===== config.mk =====
export PLATFORM = sky130hd
export DESIGN_NAME = axi4_chan_buffer
export DESIGN_NICKNAME = d
export VERILOG_FILES = /design/src/rtl/axi4_pkg.sv /design/src/rtl/axi4_chan_buffer.sv
export SDC_FILE = /design/constraint.sdc
export NUM_CORES = 1
export LEC_CHECK = 0
export ABC_AREA = 1
export CORE_MARGIN = 2
export CORE_UTILIZATION = 30
export CTS_BUF_LIST = sky130_fd_sc_hd__clkbuf_8
export CTS_CLUSTER_DIAMETER = 60
export DETAILED_ROUTE_END_ITERATION = 16
export PLACE_DENSITY = 0.6
export SYNTH_ARGS = -nofsm -noshare
export SYNTH_HDL_FRONTEND = slang
export SYNTH_SLANG_ARGS = --single-unit

===== constraint.sdc =====
create_clock -name clk -period 4.33 [get_ports clk]
set_clock_uncertainty 0.15 [all_clocks]
set_input_delay 0.866 -clock clk [delete_from_list [all_inputs] [get_ports clk]]
set_output_delay 0.866 -clock clk [all_outputs]
set_load 0.005 [all_outputs]

===== src/rtl/axi4_pkg.sv =====
// Shared AXI4 types: channel field types, packed channel payloads and
// the buffering modes offered by axi4_chan_buffer.
package axi4_pkg;

    typedef logic [3:0]  axi_id_t;
    typedef logic [31:0] axi_addr_t;
    typedef logic [7:0]  axi_len_t;
    typedef logic [2:0]  axi_size_t;
    typedef logic [1:0]  axi_burst_t;
    typedef logic [63:0] axi_data_t;
    typedef logic [7:0]  axi_strb_t;
    typedef logic [1:0]  axi_resp_t;

    typedef enum logic [1:0] {
        BUF_PASS,
        BUF_FIFO,
        BUF_SAF
    } buf_mode_e;

    typedef struct packed {
        axi_id_t    id;
        axi_addr_t  addr;
        axi_len_t   len;
        axi_size_t  size;
        axi_burst_t burst;
    } axi_aw_chan_t;

    // last sits in the LSB so the store-and-forward mode can find it at bit 0
    typedef struct packed {
        axi_data_t data;
        axi_strb_t strb;
        logic      last;
    } axi_w_chan_t;

    typedef struct packed {
        axi_id_t   id;
        axi_resp_t resp;
    } axi_b_chan_t;

    typedef struct packed {
        axi_id_t    id;
        axi_addr_t  addr;
        axi_len_t   len;
        axi_size_t  size;
        axi_burst_t burst;
    } axi_ar_chan_t;

    typedef struct packed {
        axi_id_t   id;
        axi_data_t data;
        axi_resp_t resp;
        logic      last;
    } axi_r_chan_t;

    localparam int AXI_AW_WIDTH = $bits(axi_aw_chan_t);
    localparam int AXI_W_WIDTH  = $bits(axi_w_chan_t);
    localparam int AXI_B_WIDTH  = $bits(axi_b_chan_t);
    localparam int AXI_AR_WIDTH = $bits(axi_ar_chan_t);
    localparam int AXI_R_WIDTH  = $bits(axi_r_chan_t);

    localparam int AXI_W_LAST_IDX = 0;
    localparam int AXI_R_LAST_IDX = 0;

endpackage


===== src/rtl/axi4_chan_buffer.sv =====
// Single AXI4 channel buffer: wires, a cut-through FIFO, or a FIFO that only
// presents complete bursts downstream (store-and-forward).
module axi4_chan_buffer
    import axi4_pkg::*;
#(
    parameter int        WIDTH    = 64,
    parameter int        DEPTH    = 2,
    parameter buf_mode_e MODE     = BUF_FIFO,
    parameter int        LAST_IDX = 0
) (
    input  logic                       clk,
    input  logic                       rst,
    input  logic                       s_valid,
    output logic                       s_ready,
    input  logic [WIDTH-1:0]           s_payload,
    output logic                       m_valid,
    input  logic                       m_ready,
    output logic [WIDTH-1:0]           m_payload,
    output logic [$clog2(DEPTH+1)-1:0] count,
    output logic [$clog2(DEPTH+1)-1:0] bursts
);

    localparam int CW = $clog2(DEPTH + 1);
    localparam int PW = (DEPTH > 1) ? $clog2(DEPTH) : 1;

    generate
        if (MODE == BUF_PASS) begin : g_pass
            assign m_valid   = s_valid;
            assign s_ready   = m_ready;
            assign m_payload = s_payload;
            assign count     = '0;
            assign bursts    = '0;
        end else begin : g_buf
            logic [WIDTH-1:0] mem [DEPTH];
            logic [PW-1:0]    wr_ptr, rd_ptr;
            logic [CW-1:0]    cnt;
            logic             push, pop;

            // s_ready depends on state only, so full blocks a push even during a pop
            assign s_ready   = !rst && (cnt != CW'(DEPTH));
            assign push      = s_valid && s_ready;
            assign pop       = m_valid && m_ready;
            assign m_payload = mem[rd_ptr];
            assign count     = cnt;

            always_ff @(posedge clk or posedge rst) begin
                if (rst) begin
                    wr_ptr <= '0;
                    rd_ptr <= '0;
                    cnt    <= '0;
                end else begin
                    if (push)
                        wr_ptr <= (wr_ptr == PW'(DEPTH - 1)) ? '0 : wr_ptr + 1'b1;
                    if (pop)
                        rd_ptr <= (rd_ptr == PW'(DEPTH - 1)) ? '0 : rd_ptr + 1'b1;
                    case ({push, pop})
                        2'b10:   cnt <= cnt + 1'b1;
                        2'b01:   cnt <= cnt - 1'b1;
                        default: cnt <= cnt;
                    endcase
                end
            end

            always_ff @(posedge clk) begin
                if (push)
                    mem[wr_ptr] <= s_payload;
            end

            if (MODE == BUF_SAF) begin : g_saf
                logic [CW-1:0] nbursts;
                logic          draining;
                logic          push_last, pop_last;

                assign push_last = push && s_payload[LAST_IDX];
                assign pop_last  = pop && m_payload[LAST_IDX];
                assign bursts    = nbursts;
                // Full without a complete burst releases the head; draining then
                // keeps m_valid up until the oversized burst's last beat leaves.
                assign m_valid   = (nbursts != '0) || (cnt == CW'(DEPTH)) ||
                                   (draining && cnt != '0);

                always_ff @(posedge clk or posedge rst) begin
                    if (rst) begin
                        nbursts  <= '0;
                        draining <= 1'b0;
                    end else begin
                        if (push_last && !pop_last)
                            nbursts <= nbursts + 1'b1;
                        else if (pop_last && !push_last)
                            nbursts <= nbursts - 1'b1;
                        if (pop_last)
                            draining <= 1'b0;
                        else if (pop && nbursts == '0)
                            draining <= 1'b1;
                    end
                end
            end else begin : g_fifo
                assign m_valid = (cnt != '0);
                assign bursts  = '0;
            end
        end
    endgenerate

endmodule


==> summary.md <==
| Metric | Value |
|---|---|
| RD Place Congestion | 0.711 |
| Reg-to-reg slack, setup | 2.45 ns |
| Post-Synth Simple-Gate Area | 0.0633 |
| RR Startpoint | count[0] |
| Via density | 4.06 |
| Hold WS | 0.333 ns |
| Antenna violations before repair | 0 |
| Status | completed |
| Predominant post-synthesis flop cell | edfxtp_1 |
| CTS sink cnt | 132 |
| Avg WL per Cell | 12.8 um |
| Placed inst area | 6550 um2 |
| Die area | 17700 um2 |
| Reg2reg end | g_buf.mem[1][9] |
| First-pass GRT wire length | 15.0 mm |
| Core ar. | 16400 um2 |
| Main combinational cell family by area after synthesis | buffers and inverters |
| Post_cts resized | 0 |
| DR iter-0 viols | 131 |
| Worst R2R Path Depth | 5 |
| Hold Vio Cnt, Final | 0 |
| Crit path DAT | 2.50 ns |
| Ant diodes | 0 |
| Top cell type by total area after synthesis | edfxtp_1 |
| Root buf cell | clkbuf_8 |
| Synth Area in Compound Gates | 0.0653 |
| Vias | 3024 |
| Post-synthesis cell area | 4980 um2 |
| Worst Setup EP | m_payload[55] |
| Clock Path Buffers | 2 |
| DIE WIDTH | 133 um |
| Vias in the first global route | 2963 |
| Power Dens Cells | 540 nW/um2 |
| Mapped Cells | 369 |
| Cell variety after synth | 18 |
| Pin count of the biggest net entering global routing | 131 |
| DRC | 0 |
| Synth top area share | 0.771 |
| Critical path class | flip-flop to primary output |
| Final HPWL DP | 6.18 mm |
| Max Slew Vio Count | 0 |
| Register area share after synthesis | 0.791 |
| LEAKAGE | 0.00260 uW |
| I/O Buffers | 135 |
| Post-CTS Repair Setup Buffers | 0 |
| Final cycle utilization of the critical path | 0.812 |
| Layout cell share with drive strength beyond 1 | 0.0629 |
| Post-synthesis adder-cell area fraction | 0.00251 |
| Commonest cells post-synth | edfxtp_1, nand2_1, inv_1, o21ai_0, buf_4 |
| TritonCTS clock tree | yes |
| Critical path endpoint category | primary output |
| Slew headroom | 0.262 |
| Setup TNS | 0 ns |
| Clk_lat worst skew | 0.43 ns |
| Pre-antenna DRT Iters | 4 |
| Post-synth EDFFs | 128 |
| Chip height | 133 um |
| MaxCap Viol Count | 0 |
| Reg clk slew, reported paths | 0.07 ns |
| Final Cell Area | 6890 um2 |
| CP Max Fanout | 130 |
| Synth async-reset ratio | 0.0303 |
| CP required | 3.31 ns |
| Maximum vdd ir drop | 0.436 mV |
| Wirelength, routed | 9.50 mm |
| Setup Viol. Count Final | 0 |
| Final net count | 581 |
| P&R area growth vs syn | 38.2% |
| Synthesized area per cell | 13.5 um2 |
| Dpl cells | 713 |
| FP Rows | 47 |
| Io pins | 138 |
| Startpoint type of the worst setup path | flip-flop |
| Initial Utilization | 0.304 |
| Hold/Removal Path Class | flip-flop to flip-flop |
| Synth warn | 0 |
| # hold bufs at CTS | 0 |
| Fmax | 0.284 GHz |
| Crit path time final | 3.52 ns |
| GRT Total Usage | 0.112 |
| Num CTS Buffers | 17 |
| Mux cell area share after synthesis | 0 |
| Synth top area cells | edfxtp_1, o21ai_0, nand2_1 |
| Cell with the most instances after synthesis | edfxtp_1 |
| Fin cells | 745 |
| Number of synthesized register bits | 132 |
| Post-synthesis xor/xnor area fraction | 0.00176 |
| Antenna-violating nets left | 0 |
| Unrepaired setup endpoints after global routing | false |
| H-tree lvl count | 4 |
| CP startpoint | g_buf.rd_ptr |
| Total gr overflow | 0 |
| Slew @ Worst Pin | 1.11 ns |
==> state kept, by name, summed over array words and instances (netlist names) <==
signal	count
g_buf.rd_ptr	1
g_buf.mem	128
g_buf.wr_ptr	1
count	2
==> cell families after synthesis <==
group	count (synthesis)
simple gates	81
other cells	1
xor+xnor	1
flops	132
fa+ha+maj	1
buf+inv	88
compound gates	65
==> area by class of cell <==
class / count / area, um2
clock buffer: 17 / 234
clock inverter: 15 / 103
sequential: 132 / 3950
timing repair buffer: 139 / 1380
fill: 1506 / 9520
inverter: 72 / 270
tap: 220 / 275
multi-input combinational: 150 / 677
==> placed cells by master (no fill, tap or decap) <==
| master | synthesis | final |
|---|---|---|
| conb_1 | 1 | 2 |
| inv_1 | 72 | 75 |
| clkinv_1 | 0 | 2 |
| nand4_1 | 2 | 2 |
| dfrtp_1 | 4 | 3 |
| a21oi_1 | 1 | 1 |
| nand3b_1 | 1 | 1 |
| bufinv_16 | 0 | 1 |
| ha_1 | 1 | 1 |
| nor2_4 | 0 | 1 |
| o21ai_1 | 5 | 5 |
| inv_2 | 0 | 1 |
| clkdlybuf4s50_1 | 0 | 135 |
| edfxtp_1 | 128 | 128 |
| o21ai_0 | 59 | 59 |
| dfrtp_4 | 0 | 1 |
| clkinvlp_4 | 0 | 1 |
| xnor2_1 | 1 | 1 |
| buf_4 | 9 | 4 |
| clkinv_2 | 0 | 5 |
| clkbuf_8 | 0 | 17 |
| clkinv_4 | 0 | 2 |
| nand3_1 | 2 | 2 |
| nand2_1 | 75 | 75 |
==> per-stage QoR <==
stage	power (uW)	setup WS, ns	util
floorplan	2190	0.918	-
global placement	2880	1.24	0.399
detailed placement	2900	1.20	0.399
CTS	3800	0.693	0.420
global route	3950	0.547	0.420
finish	3720	0.814	0.420
==> worst min path at each step <==
stage / end / cells after the start / startpoint
finish: g_buf.wr_ptr / 2 / g_buf.wr_ptr
global route: g_buf.wr_ptr / 2 / g_buf.wr_ptr
CTS: g_buf.wr_ptr / 2 / g_buf.wr_ptr
detailed placement: g_buf.wr_ptr / 2 / g_buf.wr_ptr
global placement: g_buf.wr_ptr / 2 / g_buf.wr_ptr
floorplan: g_buf.wr_ptr / 2 / g_buf.wr_ptr
==> worst max-delay path, stage by stage (launching register included) <==
cell	delay, ns
dfrtp_4	1.16
o21ai_0	0.37
clkdlybuf4s50_1	0.54
==> routing by layer <==
metal / track usage / part of all wire / up-vias
met3: 0.0375 / 0.052 / 13
li1: - / - / 1520
met5: 0 / 0 / -
met4: 0.0591 / 0.019 / 0
met1: 0.125 / 0.42 / 1409
met2: 0.189 / 0.51 / 82
==> power by group <==
part | switching (uW) | leakage [uW] | internal (uW)
combinational | 420 | 0.00120 | 643
clock | 443 | 0.000189 | 436
sequential | 189 | 0.00122 | 1590
No activity file was read; power rests on OpenSTA's default activity.
